$ cat config.mk
export PLATFORM = sky130hd
export DESIGN_NAME = shared_ll_fifo_flat
export DESIGN_NICKNAME = d
export VERILOG_FILES = /design/src/rtl/shared_ll_fifo_pkg.sv /design/src/rtl/shared_ll_fifo_if.sv /design/src/rtl/shared_ll_fifo_free_list.sv /design/src/rtl/shared_ll_fifo.sv /design/src/flat_wrapper.sv
export SDC_FILE = /design/constraint.sdc
export NUM_CORES = 1
export LEC_CHECK = 0
export BUFFER_PORTS_ARGS = -buffer_cell sky130_fd_sc_hd__buf_2
export CAP_MARGIN = 25
export CELL_PAD_IN_SITES_DETAIL_PLACEMENT = 1
export CELL_PAD_IN_SITES_GLOBAL_PLACEMENT = 2
export CORE_MARGIN = 2
export CORE_UTILIZATION = 45
export CTS_CLUSTER_SIZE = 24
export DETAILED_ROUTE_END_ITERATION = 8
export PLACE_DENSITY_LB_ADDON = 0.1
export SYNTH_ARGS = -nofsm -noshare
export SYNTH_HDL_FRONTEND = slang
export SYNTH_SLANG_ARGS = --single-unit
$ cat constraint.sdc
create_clock -name clk -period 7.6 [get_ports clk]
set_input_delay 0.76 -clock clk [delete_from_list [all_inputs] [get_ports clk]]
set_output_delay 0.76 -clock clk [all_outputs]
set_load 0.1 [all_outputs]
$ cat src/rtl/shared_ll_fifo_pkg.sv
// Shared constants and helpers for the linked-list multi-queue FIFO.
// Widths stay module parameters; only width-independent conventions live here.
package shared_ll_fifo_pkg;

  // Pointer value used for empty head/tail registers; never dereferenced while count is 0.
  localparam int unsigned NullIdx = 0;

  function automatic logic op_legal(input logic req, input logic blocked);
    return req && !blocked;
  endfunction

  // Free list starts as 0 -> 1 -> ... -> DEPTH-1; the last link is a don't-care.
  function automatic int unsigned reset_next_idx(input int unsigned idx,
                                                 input int unsigned depth);
    return (idx + 1) % depth;
  endfunction

endpackage

$ cat src/rtl/shared_ll_fifo_if.sv
// Push/pop/status bundle of shared_ll_fifo; master drives requests, slave is the FIFO.
interface shared_ll_fifo_if #(
  parameter int unsigned WIDTH     = 8,
  parameter int unsigned DEPTH     = 8,
  parameter int unsigned NUM_FIFOS = 4
);
  localparam int unsigned SEL_WIDTH = $clog2(NUM_FIFOS);
  localparam int unsigned CNT_WIDTH = $clog2(DEPTH + 1);

  logic                           push;
  logic [SEL_WIDTH-1:0]           push_sel;
  logic [WIDTH-1:0]               data_in;
  logic                           pop;
  logic [SEL_WIDTH-1:0]           pop_sel;
  logic [WIDTH-1:0]               data_out;
  logic [NUM_FIFOS-1:0]           empty;
  logic [NUM_FIFOS-1:0]           full;
  logic [NUM_FIFOS*CNT_WIDTH-1:0] count;
  logic [CNT_WIDTH-1:0]           free_count;
  logic                           err;

  modport master (
    output push, push_sel, data_in, pop, pop_sel,
    input  data_out, empty, full, count, free_count, err
  );

  modport slave (
    input  push, push_sel, data_in, pop, pop_sel,
    output data_out, empty, full, count, free_count, err
  );
endinterface

$ cat src/rtl/shared_ll_fifo_free_list.sv
// ll_free_list: head/tail/count of the unallocated-entry chain. The parent owns next[];
// this block reads next[free_head] via i_alloc_next and requests link writes via o_link_*.
module ll_free_list
  import shared_ll_fifo_pkg::*;
#(
  parameter int unsigned DEPTH     = 8,
  parameter int unsigned PTR_WIDTH = $clog2(DEPTH),
  parameter int unsigned CNT_WIDTH = $clog2(DEPTH + 1)
) (
  input  logic                 clk,
  input  logic                 rst,
  input  logic                 i_alloc,
  input  logic                 i_release,
  input  logic [PTR_WIDTH-1:0] i_release_ptr,
  input  logic [PTR_WIDTH-1:0] i_alloc_next,
  output logic [PTR_WIDTH-1:0] o_alloc_ptr,
  output logic [CNT_WIDTH-1:0] o_free_count,
  output logic                 o_link_we,
  output logic [PTR_WIDTH-1:0] o_link_ptr,
  output logic [PTR_WIDTH-1:0] o_link_val
);

  logic [PTR_WIDTH-1:0] r_free_head;
  logic [PTR_WIDTH-1:0] r_free_tail;
  logic [CNT_WIDTH-1:0] r_free_count;
  logic                 w_restart;

  // Released entry becomes the whole list when nothing else will remain on it.
  always_comb begin
    w_restart    = (r_free_count == '0) ||
                   (i_alloc && (r_free_count == CNT_WIDTH'(1)));
    o_link_we    = i_release && !w_restart;
    o_link_ptr   = r_free_tail;
    o_link_val   = i_release_ptr;
    o_alloc_ptr  = r_free_head;
    o_free_count = r_free_count;
  end

  always_ff @(posedge clk) begin
    if (rst) begin
      r_free_head  <= PTR_WIDTH'(NullIdx);
      r_free_tail  <= PTR_WIDTH'(DEPTH - 1);
      r_free_count <= CNT_WIDTH'(DEPTH);
    end else begin
      if (i_alloc) r_free_head <= i_alloc_next;
      if (i_release) begin
        r_free_tail <= i_release_ptr;
        if (w_restart) r_free_head <= i_release_ptr;
      end
      r_free_count <= r_free_count + CNT_WIDTH'(i_release) - CNT_WIDTH'(i_alloc);
    end
  end

endmodule

$ cat src/rtl/shared_ll_fifo.sv
// NUM_FIFOS linked-list queues sharing one DEPTH-entry RAM with a linked free list.
// Define SHARED_LL_FIFO_QUOTA_EN to cap each queue at QUOTA entries.
module shared_ll_fifo
  import shared_ll_fifo_pkg::*;
#(
  parameter int unsigned WIDTH     = 8,
  parameter int unsigned DEPTH     = 8,
  parameter int unsigned NUM_FIFOS = 4,
  parameter int unsigned QUOTA     = DEPTH / 2
) (
  input logic             clk,
  input logic             rst,
  shared_ll_fifo_if.slave bus
);

  localparam int unsigned PTR_WIDTH = $clog2(DEPTH);
  localparam int unsigned SEL_WIDTH = $clog2(NUM_FIFOS);
  localparam int unsigned CNT_WIDTH = $clog2(DEPTH + 1);

  if (QUOTA < 1 || QUOTA > DEPTH) begin : g_bad_quota
    $error("shared_ll_fifo: QUOTA must be within 1..DEPTH");
  end

  logic [WIDTH-1:0]     r_ram   [DEPTH];
  logic [PTR_WIDTH-1:0] r_next  [DEPTH];
  logic [PTR_WIDTH-1:0] r_head  [NUM_FIFOS];
  logic [PTR_WIDTH-1:0] r_tail  [NUM_FIFOS];
  logic [CNT_WIDTH-1:0] r_count [NUM_FIFOS];
  logic                 r_err;

  logic [NUM_FIFOS-1:0] w_empty;
  logic [NUM_FIFOS-1:0] w_full;
  logic [CNT_WIDTH-1:0] w_free_count;
  logic [PTR_WIDTH-1:0] w_alloc_ptr;
  logic                 w_push_ok;
  logic                 w_pop_ok;
  logic                 w_push_to_empty;
  logic                 w_link_we;
  logic [PTR_WIDTH-1:0] w_link_ptr;
  logic [PTR_WIDTH-1:0] w_link_val;

  always_comb begin
    w_empty = '0;
    w_full  = '0;
    for (int q = 0; q < NUM_FIFOS; q++) begin
      w_empty[q] = (r_count[q] == '0);
`ifdef SHARED_LL_FIFO_QUOTA_EN
      w_full[q]  = (w_free_count == '0) || (r_count[q] == CNT_WIDTH'(QUOTA));
`else
      w_full[q]  = (w_free_count == '0);
`endif
    end
    w_push_ok = op_legal(bus.push, w_full[bus.push_sel]);
    w_pop_ok  = op_legal(bus.pop, w_empty[bus.pop_sel]);
    // A same-queue pop of the only entry leaves the pushed entry as the new head.
    w_push_to_empty = w_empty[bus.push_sel] ||
                      (w_pop_ok && (bus.pop_sel == bus.push_sel) &&
                       (r_count[bus.push_sel] == CNT_WIDTH'(1)));
  end

  ll_free_list #(
    .DEPTH     (DEPTH),
    .PTR_WIDTH (PTR_WIDTH),
    .CNT_WIDTH (CNT_WIDTH)
  ) u_free_list (
    .clk           (clk),
    .rst           (rst),
    .i_alloc       (w_push_ok),
    .i_release     (w_pop_ok),
    .i_release_ptr (r_head[bus.pop_sel]),
    .i_alloc_next  (r_next[w_alloc_ptr]),
    .o_alloc_ptr   (w_alloc_ptr),
    .o_free_count  (w_free_count),
    .o_link_we     (w_link_we),
    .o_link_ptr    (w_link_ptr),
    .o_link_val    (w_link_val)
  );

  always_ff @(posedge clk) begin
    if (w_push_ok && !rst) r_ram[w_alloc_ptr] <= bus.data_in;
  end

  always_ff @(posedge clk) begin
    if (rst) begin
      for (int i = 0; i < DEPTH; i++) begin
        r_next[i] <= PTR_WIDTH'(reset_next_idx(i, DEPTH));
      end
      for (int q = 0; q < NUM_FIFOS; q++) begin
        r_head[q]  <= PTR_WIDTH'(NullIdx);
        r_tail[q]  <= PTR_WIDTH'(NullIdx);
        r_count[q] <= '0;
      end
      r_err <= 1'b0;
    end else begin
      // Free-tail and queue-tail links never target the same entry.
      if (w_link_we) r_next[w_link_ptr] <= w_link_val;
      if (w_pop_ok) r_head[bus.pop_sel] <= r_next[r_head[bus.pop_sel]];
      if (w_push_ok) begin
        r_tail[bus.push_sel] <= w_alloc_ptr;
        if (w_push_to_empty) r_head[bus.push_sel] <= w_alloc_ptr;
        else                 r_next[r_tail[bus.push_sel]] <= w_alloc_ptr;
      end
      for (int q = 0; q < NUM_FIFOS; q++) begin
        r_count[q] <= r_count[q]
                    + CNT_WIDTH'(w_push_ok && (bus.push_sel == SEL_WIDTH'(q)))
                    - CNT_WIDTH'(w_pop_ok && (bus.pop_sel == SEL_WIDTH'(q)));
      end
      if ((bus.push && !w_push_ok) || (bus.pop && !w_pop_ok)) r_err <= 1'b1;
    end
  end

  always_comb begin
    bus.data_out   = r_ram[r_head[bus.pop_sel]];
    bus.empty      = w_empty;
    bus.full       = w_full;
    bus.free_count = w_free_count;
    bus.err        = r_err;
    bus.count      = '0;
    for (int q = 0; q < NUM_FIFOS; q++) begin
      bus.count[q*CNT_WIDTH +: CNT_WIDTH] = r_count[q];
    end
  end

endmodule

$ cat src/flat_wrapper.sv
// flat-port wrapper written by rule: the top's interface ports become plain ports
module shared_ll_fifo_flat import shared_ll_fifo_pkg::*;
#(
  parameter int unsigned WIDTH     = 8,
  parameter int unsigned DEPTH     = 8,
  parameter int unsigned NUM_FIFOS = 4,
  parameter int unsigned QUOTA     = DEPTH / 2
)
  (clk, rst, bus_push, bus_push_sel, bus_data_in, bus_pop, bus_pop_sel, bus_data_out, bus_empty, bus_full, bus_count, bus_free_count, bus_err);
  shared_ll_fifo_if #(.WIDTH(WIDTH), .DEPTH(DEPTH), .NUM_FIFOS(NUM_FIFOS)) bus_i ();
  input logic clk;
  input logic rst;
  input wire logic [$bits(bus_i.push)-1:0] bus_push;
  input wire logic [$bits(bus_i.push_sel)-1:0] bus_push_sel;
  input wire logic [$bits(bus_i.data_in)-1:0] bus_data_in;
  input wire logic [$bits(bus_i.pop)-1:0] bus_pop;
  input wire logic [$bits(bus_i.pop_sel)-1:0] bus_pop_sel;
  output wire logic [$bits(bus_i.data_out)-1:0] bus_data_out;
  output wire logic [$bits(bus_i.empty)-1:0] bus_empty;
  output wire logic [$bits(bus_i.full)-1:0] bus_full;
  output wire logic [$bits(bus_i.count)-1:0] bus_count;
  output wire logic [$bits(bus_i.free_count)-1:0] bus_free_count;
  output wire logic [$bits(bus_i.err)-1:0] bus_err;
  assign bus_i.push = bus_push;
  assign bus_i.push_sel = bus_push_sel;
  assign bus_i.data_in = bus_data_in;
  assign bus_i.pop = bus_pop;
  assign bus_i.pop_sel = bus_pop_sel;
  assign bus_data_out = bus_i.data_out;
  assign bus_empty = bus_i.empty;
  assign bus_full = bus_i.full;
  assign bus_count = bus_i.count;
  assign bus_free_count = bus_i.free_count;
  assign bus_err = bus_i.err;
  shared_ll_fifo #(.WIDTH(WIDTH), .DEPTH(DEPTH), .NUM_FIFOS(NUM_FIFOS), .QUOTA(QUOTA)) u_core (.clk(clk), .rst(rst), .bus(bus_i));
endmodule
==> results of run 1 <==
## area by class of cell
| type | instances | area share, % |
|---|---|---|
| Multi-Input combinational cell | 368 | 37.67 |
| Tap cell | 216 | 3.221 |
| Sequential cell | 139 | 46.53 |
| Clock buffer | 17 | 5.070 |
| Clock inverter | 15 | 1.506 |
| Inverter | 45 | 2.013 |
| Timing Repair Buffer | 62 | 3.996 |
## metrics by stage
stage          total power, mW  instance area, um2  instances  util (%)  worst slack, ps
2_1_floorplan            2.026                7393        584         -             2032
3_3_place_gp             2.251                7831        829     48.94             3845
3_5_place_dp             2.276                7831        829     48.94             3775
4_1_cts                  3.060                8383        861     52.39             3776
5_1_grt                  3.177                8391        862     52.44             3698
6_report                 3.033                8391        862     52.44             3799
## power breakdown
group / switching, mW / internal (mW)
combinational: 0.942 / 0.325
sequential: 0.0698 / 0.916
clock: 0.352 / 0.428
total: 1.36 / 1.67
## synth_stat cells (2+ instances only)
cell type                  number
sky130_fd_sc_hd__or3_1         10
sky130_fd_sc_hd__buf_2          7
sky130_fd_sc_hd__a21o_1         5
sky130_fd_sc_hd__buf_1          3
sky130_fd_sc_hd__nand3_1       18
sky130_fd_sc_hd__nor3b_2        2
sky130_fd_sc_hd__o21ai_0        5
sky130_fd_sc_hd__nand3b_1       6
sky130_fd_sc_hd__edfxtp_1     112
sky130_fd_sc_hd__mux4_2        25
sky130_fd_sc_hd__nor3b_1        4
sky130_fd_sc_hd__xnor2_1        6
sky130_fd_sc_hd__nor3_4         2
sky130_fd_sc_hd__or2_2          6
sky130_fd_sc_hd__and3b_1        2
sky130_fd_sc_hd__a211oi_1       3
sky130_fd_sc_hd__ha_1          25
sky130_fd_sc_hd__o211ai_1       2
sky130_fd_sc_hd__mux2i_1       34
sky130_fd_sc_hd__and3_1         6
sky130_fd_sc_hd__nor3_1        11
sky130_fd_sc_hd__nor2_1        56
sky130_fd_sc_hd__a22oi_1        6
sky130_fd_sc_hd__buf_4          5
sky130_fd_sc_hd__clkbuf_1      14
sky130_fd_sc_hd__fa_1           5
sky130_fd_sc_hd__nor2b_1       13
sky130_fd_sc_hd__nand2_1       30
sky130_fd_sc_hd__xor2_1         4
sky130_fd_sc_hd__dfxtp_1       27
sky130_fd_sc_hd__nor3_2         6
sky130_fd_sc_hd__a211o_1       10
sky130_fd_sc_hd__mux2_1         3
sky130_fd_sc_hd__a221oi_1       2
sky130_fd_sc_hd__nand2b_1      10
sky130_fd_sc_hd__inv_1         44
sky130_fd_sc_hd__a21oi_1        9
sky130_fd_sc_hd__mux2_2        25
sky130_fd_sc_hd__buf_6          3
## sequential cells by signal, summed over array words and instances, names as in the netlist
| signal | flops |
|---|---|
| u_core.r_tail | 12 |
| u_core.u_free_list.o_link_ptr | 3 |
| u_core.u_free_list.o_free_count | 4 |
| u_core.r_head | 12 |
| u_core.u_free_list.o_alloc_ptr | 3 |
| u_core.r_ram | 64 |
| u_core.bus.err | 1 |
| u_core.r_next | 24 |
| u_core.r_count | 16 |
## how the worst max path moves through the flow
stage,to,cells after the start,slack (ps),startpoint
detailed placement,bus_data_out[2],6,3770,bus_pop_sel[0]
floorplan,u_core.r_count[0][2],13,2030,u_core.r_count[2][2]
global route,bus_data_out[2],6,3700,bus_pop_sel[0]
global placement,bus_data_out[1],6,3840,bus_pop_sel[0]
CTS,bus_data_out[2],6,3780,bus_pop_sel[0]
finish,bus_data_out[2],6,3800,bus_pop_sel[0]
## cell families (layout without fill, tap and decap cells)
group	after synthesis	count (layout)
mux	87	87
flops	139	139
buf+inv	77	139
xor+xnor	10	10
simple gates	190	190
fa+ha+maj	30	30
compound gates	51	51
## critical path: cells and delay by family
kind,cells,cell delay [ps]
buffers and inverters,3,880
muxes,3,1340
## per-layer routing
layer / vias up / GRT usage (%)
met4: 0 / 5.854
li1: 2244 / -
met5: - / 0
met1: 2462 / 28.29
met2: 102 / 36.00
met3: 15 / 4.075
==> results.md, run 1 <==
CTS:
- Counting every sink on the clock net gives 139.
- The number of clock buffers inserted by TritonCTS is 17.
- Buffers inserted to repair hold after CTS numbered 0.
- The clock latency reported for the late side of the worst-skew pair is 420 ps.
- In this run the clock root is driven by a sky130_fd_sc_hd__clkbuf_16.
- The clock-pin slew of the registers on the worst-case setup and hold paths is 60 ps.
- Counting along the longest clock path gives a buffer depth of 2.
- The H-tree was split into 4 levels.
- TritonCTS built the clock tree.
- Post-CTS timing repair inserted 0 buffers for setup.
- The number of cells upsized or downsized after cts is 0.

STA:
- On the final layout, the worst clock skew is 12.07 ps.
- The accumulated negative setup slack is 0 ps.
- The shortest clock period the worst path allows after layout is 3801 ps.
- Across all hold checks on the routed design, the worst slack comes to 489.1 ps.
- The post-route fraction of the period consumed by the critical path is 50.01%.
- Setup repair after global routing left no endpoint under its margin.
- The max-slew violation total from the final report was 0.
- The hold violation count in the final report came to 0.
- The maximum clock frequency is 263.1 MHz.
- The headroom to the max-slew limit is 32.07%.
- Setup violations remaining at the end of the flow were counted as 0.
- For the pin with the worst max-slew slack, the measured transition is 1018 ps.

Worst setup path:
- The slowest stage of the critical path belongs to the cell sky130_fd_sc_hd__mux4_2.
- Traced cell by cell, the critical path runs through buf_2, mux4_2, buf_4, mux4_2, mux2_2, buf_2.
- The startpoint type of the worst setup path is an input port.
- For the worst flop-to-flop path, the logic depth is 14.
- The reg2reg setup slack is 4250 ps.
- In this design, the stage delay of the slowest critical-path cell is 540 ps.
- STA puts the critical path data arrival time at 3040 ps.
- The capturing element type of the critical path is an output pin.
- The data required time at the worst endpoint is 6840 ps.
- The origin of the critical flop-to-flop path is u_core.r_count[2][2].
- Along the worst path, the maximum fanout reaches 34.
- The endpoint identified for the worst register-to-register timing path is u_core.r_count[3][2].
- The setup path with the least slack is of type input port to output pin.

Placement:
- The final estimated routing congestion in global placement is 0.7923.
- After legalization and detailed placement, the total HPWL measured 12.48 mm.
- The number of input and output port buffers inserted is 52.

Logic synthesis:
- The post-synthesis sequential area ratio is 52.80%.
- After Yosys synthesis, full adders, half adders and majority gates account for 5.585% of the synthesized area.
- The mean cell area of the mapped netlist is 12.66 um2.
- The parity-gate share of the synthesized area counting xor and xnor cells is 1.185%.
- The total number of yosys warnings is 0.
- The count of different cell masters after synthesis is 57.
- Synthesis inferred 139 register bits.
- The dominant combinational cell family by area after synthesis is multiplexers.
- Summed over all instances, the cell type with the most area after synthesis is sky130_fd_sc_hd__edfxtp_1.
- When the netlist entered floorplanning its net count stood at 630.
- After synthesis, the share of cell area in mux cells is 16.48%.
- The area share of and/or/nand/nor cells after synthesis is 14.10%.
- Counting every instance in the synthesized netlist gives 584.
- The commonest register cell after synthesis is sky130_fd_sc_hd__edfxtp_1.
- Sorting the synthesized cells by area gives the leading types as sky130_fd_sc_hd__edfxtp_1 45%, sky130_fd_sc_hd__mux4_2 7.6%, sky130_fd_sc_hd__dfxtp_1 7.3%.
- For this run, asynchronously set or reset flops after synthesis account for 0%.
- The number of synthesized flops with an enable pin is 112.
- The post-synthesis cell area is 0.007393 mm2.
- The synthesized netlist devotes 5.263% of its cell area to compound gates.
- After synthesis, the largest area contributor takes up 45.49% of total cell area.

Worst hold path:
- The worst hold endpoint is u_core.bus.err.
- The class of the tightest hold or removal check is register to register.
- In this run the most critical hold path is launched from u_core.bus.err.
- Counting instances, the worst hold path has a depth of 2.

Power and ir drop:
- Across the VDD grid, the largest voltage drop is 0.2487 mV.
- Dividing total power by cell area gives a power density of 361.4 mW/mm2.
- The standby leakage power is 3.108 nW.

Route:
- The number of vias per cell after detailed routing is 5.595.
- The total DRC errors in the routed layout is 0.
- The wire length on met3 is 628 um.
- The detailed router placed 4823 vias in this run.
- In the final routing, the length of wire on met1 measures 7.934 mm.
- The routed design uses 9.002 mm of met2 wire.
- For this block, the initial DRC count from the detailed router was 340.
- The count of nets left with antenna violations once routing finished came out at 0.
- The detailed-route wire length per cell is 20.57 um.
- The detailed-routing iteration count for the pre-antenna-repair pass is 4.
- Wires add up to 17.73 mm.
- The top metal layer carrying routed signals is met4.

GRT:
- The first global-routing pass estimated 28.60 mm of wire.
- The aggregate global-route resource usage is 21.32%.
- The initial antenna violation count came to 0.
- The number of global-route vias before repair is 5096.
- The pin count of the biggest net entering global routing is 58.
- Summed over all layers, the global routing overflow is 0.

Status:
- The flow ran to the end, and the final reports show no timing, DRC or antenna violations.

Finish:
- Summing all flip-flop and latch instances after layout gives 0.003904 mm2.
- The multi-input logic area is 0.003161 mm2.
- The fill cell total of the finished layout is 1664.
- The library cells used most frequently in the layout, excluding fill and tap cells, are 112 x sky130_fd_sc_hd__edfxtp_1, 56 x sky130_fd_sc_hd__nor2_1, 52 x sky130_fd_sc_hd__buf_2.
- The library cell used most frequently in the layout, excluding fill and tap cells, is sky130_fd_sc_hd__edfxtp_1.
- Of the cells placed in the final design, the portion with a size suffix greater than 1 is 25.85%.
- The layout net count is 679.
- The number of antenna diodes in the final layout is 0.
- Relative to the synthesized area, the layout overhead comes to 13.49%.

Floorplan:
- The die width is 132.2 um.
- The area of the core region is 0.01600 mm2.
- 53 I/O pins were placed.
- The die height is 132.2 um.
- The die covers 0.01747 mm2.
- In this run the core area contains 46 standard-cell rows.
- For this configuration, the core starts out at a cell density of 46.21%.

Flow run:
- The tool flagged a number of max-cap violations equal to 0.
Note: power is estimated with default switching activity, not from simulation.
==> run 2: changes to the inputs <==
--- a/config.mk
+++ b/config.mk
@@ -10,7 +10,7 @@
 export CELL_PAD_IN_SITES_DETAIL_PLACEMENT = 1
 export CELL_PAD_IN_SITES_GLOBAL_PLACEMENT = 2
 export CORE_MARGIN = 2
-export CORE_UTILIZATION = 45
+export CORE_UTILIZATION = 42
 export CTS_CLUSTER_SIZE = 24
 export DETAILED_ROUTE_END_ITERATION = 8
 export PLACE_DENSITY_LB_ADDON = 0.1
==> constraint.sdc (replaced) <==
create_clock -name clk -period 3.6 [get_ports clk]
set_input_delay 0.36 -clock clk [delete_from_list [all_inputs] [get_ports clk]]
set_output_delay 0.36 -clock clk [all_outputs]
set_load 0.1 [all_outputs]
==> run 2 against run 1 <==
Against the previous run:
- clock skew is 0.69 ps lower
- sequential cell count stayed put
- final area is 2.4% higher
- worst setup slack worse by 3400 ps
- highest routed layer unchanged
- non-clock buffer count is 9 higher
- sequential share of layout area is 0.88 points lower
- final cell count is 2.1% higher
- die area is 6.9% higher
- global-route usage is 0.74 points higher
- hold slack worse by 300 ps
==> results.md, run 2 (synthesis gave the netlist of run 1 again) <==
STA:
- The max-slew violation total from the final report is 0 (unchanged).
- The smallest hold slack is 189.2 ps (was 489.1 ps).
- Static timing analysis puts the maximum clock frequency at 317.0 MHz.
- The hold violation count in the final report is 0 (unchanged).
- Unrepaired setup endpoints after global routing: false (unchanged).
- The shortest clock period the worst path allows after layout is 3155 ps.
- The clock skew was 11.38 ps (was 12.07 ps).
- The accumulated negative setup slack was 0 ps (unchanged).
- The headroom to the max-slew limit is 50.38% (was 32.07%).
- The pin slew with the least headroom to its limit is 744.3 ps (was 1018 ps).
- The final-report setup violation count came to 0 (unchanged).
- The post-route fraction of the period consumed by the critical path is 87.64%.

Finish:
- The count of antenna diodes in the layout is 0 (unchanged).
- The share of cells above drive strength 1 is 29.77% (was 25.85%).
- The multi-input logic area came to 0.003201 mm2 (was 0.003161 mm2).
- The register with the highest flop count is u_core.r_ram (unchanged).
- The register cell area after layout is 0.003923 mm2 (was 0.003904 mm2).
- The fill cell total of the finished layout is 1765 (was 1664).
- The layout net count is 688 (was 679).
- Leading cell types in the layout, fill and taps excluded: 112 x sky130_fd_sc_hd__edfxtp_1, 56 x sky130_fd_sc_hd__nor2_1, 52 x sky130_fd_sc_hd__buf_2 (unchanged).
- The synthesis-to-layout area growth was 16.23% (was 13.49%).
- The commonest non-fill, non-tap cell in the layout is sky130_fd_sc_hd__edfxtp_1 (unchanged).
- Largest registers: u_core.r_ram x64, u_core.r_next x24, u_core.r_count x16 (unchanged).
- The cell area after layout is 0.008593 mm2 (was 0.008391 mm2).
- The number of flip-flops under the largest register name is 64 (unchanged).

Worst setup path:
- The origin of the critical flop-to-flop path was u_core.r_count[1][2] (was u_core.r_count[2][2]).
- The signal arrival time at the worst endpoint is 2800 ps (was 3040 ps).
- The reg2reg setup slack was 500 ps (was 4250 ps).
- The capturing element type of the critical path is an output pin (unchanged).
- The reg-to-reg endpoint was u_core.r_count[3][2] (unchanged).
- The startpoint type of the worst setup path is a register (was input port).
- The start point of the critical path is u_core.r_head[3][0] (was bus_pop_sel[0]).
- The kind of critical path was register to output pin (was input port to output pin).
- The number of cell instances on the worst register-to-register path is 14 (unchanged).
- The maximum net fanout on the critical path was 17 (was 34).
- The data required time at the worst endpoint came to 3240 ps (was 6840 ps).

Worst hold path:
- The beginning of the worst hold path is bus_data_in[4] (was u_core.bus.err).
- The worst hold path cell count is 1 (was 2).
- The worst hold endpoint is u_core.r_ram[6][4] (was u_core.bus.err).
- The class of the tightest hold or removal check is input port to register (was register to register).

GRT:
- The initial antenna violation count is 0 (unchanged).
- The pin count of the biggest net entering global routing is 29 (was 58).
- The total congestion overflow is 0 (unchanged).
- The aggregate global-route resource usage came to 22.05% (was 21.32%).
- The first-pass GRT wire length came to 29.96 mm (was 28.60 mm).
- The number of global-route vias before repair was 5207 (was 5096).

CTS:
- The number of clock buffers inserted by TritonCTS is 17 (unchanged).
- The clock tree from TritonCTS is built (unchanged).
- The cell at the root of the clock tree is sky130_fd_sc_hd__clkbuf_16 (unchanged).
- The level count of the clock H-tree is 4 (unchanged).
- The clock latency reported for the late side of the worst-skew pair was 430 ps (was 420 ps).
- The clock net sink count came to 139 (unchanged).
- The worst-case clock buffer depth is 2 (unchanged).
- The number of cells upsized or downsized after cts is 0 (unchanged).
- The number of setup buffers added after CTS came to 0 (unchanged).
- The count of hold-fix buffers inserted at cts is 0 (unchanged).
- The clock-pin slew of the registers on the worst-case setup and hold paths was 70 ps (was 60 ps).

Power and ir drop:
- The standby leakage power is 3.214 nW (was 3.108 nW).
- The worst-case vdd ir drop was 0.5747 mV (was 0.2487 mV).
- The total power per unit cell area was 775.3 mW/mm2 (was 361.4 mW/mm2).

Status:
- Status: complete, no violations (unchanged).

Route:
- The detailed-route wire length per cell is 21.78 um (was 20.57 um).
- The wire length reported by the detailed router was 19.17 mm (was 17.73 mm).
- The total number of vias is 4910 (was 4823).
- The remaining antenna violation count after routing is 0 (unchanged).
- The number of vias per cell after detailed routing is 5.580 (was 5.595).
- The initial detailed-routing violation count came to 305 (was 340).
- The detailed-routing iteration count for the pre-antenna-repair pass is 5 (was 4).
- The total DRC errors in the routed layout came to 0 (unchanged).

Floorplan:
- The placement row count is 48 (was 46).
- The area of the core region was 0.01724 mm2 (was 0.01600 mm2).
- The area of the die came to 0.01868 mm2 (was 0.01747 mm2).
- The count of pins on the block boundary is 53 (unchanged).
- The die width is 136.7 um (was 132.2 um).
- The die height was 136.7 um (was 132.2 um).
- The effective utilization at floorplan is 42.89% (was 46.21%).

Placement:
- The total placed instance area is 0.007989 mm2 (was 0.007831 mm2).
- The HPWL reported at the end of detailed placement is 13.58 mm (was 12.48 mm).
- The number of input and output port buffers inserted is 52 (unchanged).
- The final estimated routing congestion in global placement is 0.8100 (was 0.7923).

Flow run:
- The number of maximum-capacitance constraint violations is 0 (unchanged).
-- run 2: cell types whose count changed in the layout (fill, tap and decap cells not counted), sizes merged --
cell	previous run	this run
inv	53	51
clkinvlp	3	1
clkinv	4	6
bufinv	0	2
buf	62	71
-- run 2: routing by layer --
metal / vias to the layer above / wire length [um] / share of wire, % / GRT usage (%)
met2: 94 / 9795 / 51 / 36.39
met4: 0 / 155 / 0.81 / 6.771
li1: 2265 / - / - / -
met1: 2541 / 8559 / 45 / 29.26
met3: 10 / 658 / 3.4 / 4.593
met5: - / 0 / 0 / 0
-- run 2: layout make-up --
class	instances	share of cell area, %
Sequential cell	139	45.65
Tap cell	225	3.276
Timing Repair Buffer	71	4.834
Clock inverter	15	2.082
Multi-Input combinational cell	368	37.25
Inverter	45	1.966
Clock buffer	17	4.950
-- run 2: worst max path at each step --
| stage | to | slack, ps | depth (start not counted) |
|---|---|---|---|
| 6_report | bus_data_out[6] | 440 | 4 |
| 5_1_grt | u_core.r_count[3][2] | 280 | 14 |
| 4_1_cts | bus_data_out[1] | 380 | 4 |
| 3_5_place_dp | u_core.r_count[3][2] | 440 | 13 |
| 3_3_place_gp | u_core.r_count[3][2] | 510 | 13 |
| 2_1_floorplan | u_core.r_count[3][2] | 2 | 14 |
-- run 2: worst max-delay path, cell delays in order (launching register included) --
cell	delay, ps
sky130_fd_sc_hd__edfxtp_1	410
sky130_fd_sc_hd__mux4_2	810
sky130_fd_sc_hd__mux4_2	550
sky130_fd_sc_hd__mux2_2	290
sky130_fd_sc_hd__buf_2	290
-- run 2: through the flow --
stage	util, %	total power, mW	worst slack [ps]	std cells
finish	49.85	6.662	445.0	880
global route	49.85	6.977	283.6	880
CTS	49.85	6.732	383.2	880
detailed placement	46.35	4.910	436.6	848
global placement	46.35	4.854	508.2	848
floorplan	-	4.340	1.805	584
-- run 2: where the power goes --
part | total (mW) | internal [mW] | switching [mW] | leakage, nW
logic | 2.73 | 0.747 | 1.98 | 1.65
registers | 2.13 | 1.94 | 0.182 | 1.27
clock network | 1.81 | 1.05 | 0.761 | 0.296
==> run 3: changes to the inputs <==
--- a/config.mk
+++ b/config.mk
@@ -11,9 +11,10 @@
 export CELL_PAD_IN_SITES_GLOBAL_PLACEMENT = 2
 export CORE_MARGIN = 2
 export CORE_UTILIZATION = 42
+export CTS_CLUSTER_DIAMETER = 50
 export CTS_CLUSTER_SIZE = 24
 export DETAILED_ROUTE_END_ITERATION = 8
-export PLACE_DENSITY_LB_ADDON = 0.1
+export PLACE_DENSITY = 0.89
 export SYNTH_ARGS = -nofsm -noshare
 export SYNTH_HDL_FRONTEND = slang
 export SYNTH_SLANG_ARGS = --single-unit
==> run 3 against run 2 <==
Against the previous run:
- core utilization is essentially flat
- global-route usage decreased by 0.97 points
- routed wire length fell by 3.4%
- register-to-register slack improved by 20 ps
- hold slack better by 4.7 ps
- maximum frequency about the same
- sequential share of layout area barely moved
- clock power increased by 6%
- total power rose by 1.3%
- worst setup slack better by 2.2 ps
- critical path type unchanged
==> results.md, run 3 (synthesis gave the netlist of run 1 again) <==
Placement:
- The HPWL reported at the end of detailed placement came to 12.94 mm (was 13.58 mm).
- The number of placed instances with taps included came to 846 (was 848).
- The final estimated routing congestion in global placement is 0.8538 (was 0.8100).
- The number of input and output port buffers inserted is 52 (unchanged).

STA:
- The max-slew violation total from the final report is 0 (unchanged).
- The accumulated negative setup slack is 0 ps (unchanged).
- The shortest clock period the worst path allows after layout is 3153 ps (was 3155 ps).
- Unrepaired setup endpoints after global routing: false (unchanged).
- The final-report setup violation count was 0 (unchanged).
- The hold violation count in the final report is 0 (unchanged).
- The headroom to the max-slew limit is 36.25% (was 50.38%).
- The maximum clock frequency was 317.2 MHz (was 317.0 MHz).
- The smallest hold slack is 193.9 ps (was 189.2 ps).
- The post-route fraction of the period consumed by the critical path was 87.58% (was 87.64%).
- The clock skew is 9.142 ps (was 11.38 ps).
- The pin slew with the least headroom to its limit is 955.0 ps (was 744.3 ps).

GRT:
- The pin count of the biggest net entering global routing is 40 (was 29).
- The initial antenna violation count is 0 (unchanged).
- The first-pass GRT wire length is 29.08 mm (was 29.96 mm).
- The number of global-route vias before repair is 5122 (was 5207).
- The total congestion overflow is 0 (unchanged).
- The aggregate global-route resource usage is 21.09% (was 22.05%).

Finish:
- The register cell area after layout is 0.003923 mm2 (unchanged).
- The number of flip-flops under the largest register name is 64 (unchanged).
- The layout net count is 686 (was 688).
- The count of antenna diodes in the layout is 0 (unchanged).
- The commonest non-fill, non-tap cell in the layout is sky130_fd_sc_hd__edfxtp_1 (unchanged).
- Largest registers: u_core.r_ram x64, u_core.r_next x24, u_core.r_count x16 (unchanged).
- The multi-input logic area came to 0.003201 mm2 (unchanged).
- The register with the highest flop count is u_core.r_ram (unchanged).
- Leading cell types in the layout, fill and taps excluded: 112 x sky130_fd_sc_hd__edfxtp_1, 56 x sky130_fd_sc_hd__nor2_1, 52 x sky130_fd_sc_hd__buf_2 (unchanged).
- The share of cells above drive strength 1 is 29.56% (was 29.77%).
- The synthesis-to-layout area growth is 16.31% (was 16.23%).
- The number of standard cells in the final layout excluding fillers is 878 (was 880).
- The fill cell total of the finished layout is 1768 (was 1765).

Route:
- The remaining antenna violation count after routing is 0 (unchanged).
- The detailed-routing iteration count for the pre-antenna-repair pass was 5 (unchanged).
- The number of vias per cell after detailed routing is 5.600 (was 5.580).
- The total DRC errors in the routed layout came to 0 (unchanged).
- The detailed-route wire length per cell is 21.08 um (was 21.78 um).
- The wire length reported by the detailed router came to 18.51 mm (was 19.17 mm).
- The initial detailed-routing violation count is 349 (was 305).
- The total number of vias is 4917 (was 4910).

CTS:
- The clock net sink count is 139 (unchanged).
- The number of cells upsized or downsized after cts is 0 (unchanged).
- The level count of the clock H-tree came to 4 (unchanged).
- The clock latency reported for the late side of the worst-skew pair is 440 ps (was 430 ps).
- The clock-pin slew of the registers on the worst-case setup and hold paths is 70 ps (about the same).
- The number of setup buffers added after CTS is 0 (unchanged).
- The number of clock buffers inserted by TritonCTS is 17 (unchanged).
- The count of hold-fix buffers inserted at cts was 0 (unchanged).
- The clock tree from TritonCTS is built (unchanged).
- The cell at the root of the clock tree is sky130_fd_sc_hd__clkbuf_16 (unchanged).
- The worst-case clock buffer depth came to 2 (unchanged).

Power and ir drop:
- The total power per unit cell area is 784.7 mW/mm2 (was 775.3 mW/mm2).
- The standby leakage power is 3.221 nW (was 3.214 nW).
- The worst-case vdd ir drop is 0.5800 mV (was 0.5747 mV).

Worst setup path:
- The cell repeated most along the worst path is sky130_fd_sc_hd__mux4_2 (unchanged).
- The standard cell with the maximum stage delay on the critical path is sky130_fd_sc_hd__mux4_2 (unchanged).
- The signal arrival time at the worst endpoint is 2790 ps (was 2800 ps).
- The kind of critical path is register to output pin (unchanged).
- The capturing element type of the critical path was an output pin (unchanged).
- The critical path's largest stage delay came to 800 ps (was 810 ps).
- The startpoint type of the worst setup path is a register (unchanged).
- The number of cell instances on the worst register-to-register path came to 14 (unchanged).
- The maximum net fanout on the critical path was 17 (unchanged).
- The data required time at the worst endpoint is 3240 ps (about the same).
- List of cells traversed by the critical path: mux4_2, mux4_2, mux2_2, buf_2 (unchanged).

Flow run:
- The number of maximum-capacitance constraint violations is 0 (unchanged).

Floorplan:
- The area of the core region is 0.01724 mm2 (unchanged).
- The die width was 136.7 um (unchanged).
- The die height is 136.7 um (unchanged).
- The area of the die is 0.01868 mm2 (unchanged).
- The placement row count is 48 (unchanged).
- The effective utilization at floorplan came to 42.89% (unchanged).
- The count of pins on the block boundary came to 53 (unchanged).

Worst hold path:
- The class of the tightest hold or removal check is input port to register (unchanged).
- The worst hold path cell count is 1 (unchanged).

Status:
- Status: complete, no violations (unchanged).
## run 3: cell types whose count changed in the layout (fill, tap and decap cells not counted)
cell	previous run	this run
sky130_fd_sc_hd__clkinv_4	4	0
sky130_fd_sc_hd__inv_8	4	7
sky130_fd_sc_hd__inv_6	3	5
sky130_fd_sc_hd__buf_12	1	0
sky130_fd_sc_hd__buf_4	18	17
sky130_fd_sc_hd__bufinv_16	2	3
sky130_fd_sc_hd__clkinv_2	1	0
sky130_fd_sc_hd__clkinvlp_4	1	0
## run 3: stage by stage
stage | worst slack, ps | utilization, % | instance area (um2) | total power, mW
finish | 447.2 | 49.89 | 8600 | 6.748
global placement | 511.6 | 46.19 | 7961 | 4.780
detailed placement | 459.5 | 46.19 | 7961 | 4.875
CTS | 427.0 | 49.89 | 8600 | 6.793
floorplan | 1.805 | - | 7463 | 4.340
global route | 287.6 | 49.89 | 8600 | 7.033
## run 3: final timing paths
check | to | slack (ps) | start
min reg2reg | u_core.bus.err | 480 | u_core.bus.err
max reg2reg | u_core.r_count[3][2] | 520 | u_core.r_count[1][2]
min | u_core.r_ram[2][3] | 190 | bus_data_in[3]
max | bus_data_out[5] | 450 | u_core.r_head[3][0]
## run 3: final cells by class
| class | count | share of cell area, % |
|---|---|---|
| Timing Repair Buffer | 69 | 4.510 |
| Clock buffer | 17 | 4.947 |
| Sequential cell | 139 | 45.61 |
| Inverter | 45 | 1.964 |
| Clock inverter | 15 | 2.473 |
| Tap cell | 225 | 3.274 |
| Multi-Input combinational cell | 368 | 37.22 |
## run 3: per-layer routing
metal	global-route usage, %	vias to the layer above	part of all wire (%)
met5	0	-	0
met4	7.176	0	1.9
met3	3.815	25	5.0
met2	36.00	113	51
met1	27.04	2511	43
li1	-	2268	-
## run 3: worst max-delay path: cells and delay by family, from the launching register on
| family | cells | cell delay [ps] |
|---|---|---|
| buffers and inverters | 1 | 300 |
| muxes | 3 | 1640 |
| DFF | 1 | 410 |
## run 3: report_power, final
part	leakage, nW	total (mW)	switching [mW]	internal, mW
Sequential	1.27	2.13	0.187	1.94
Clock	0.317	1.91	0.777	1.13
Combinational	1.64	2.71	1.97	0.738
Total	3.22	6.75	2.93	3.81
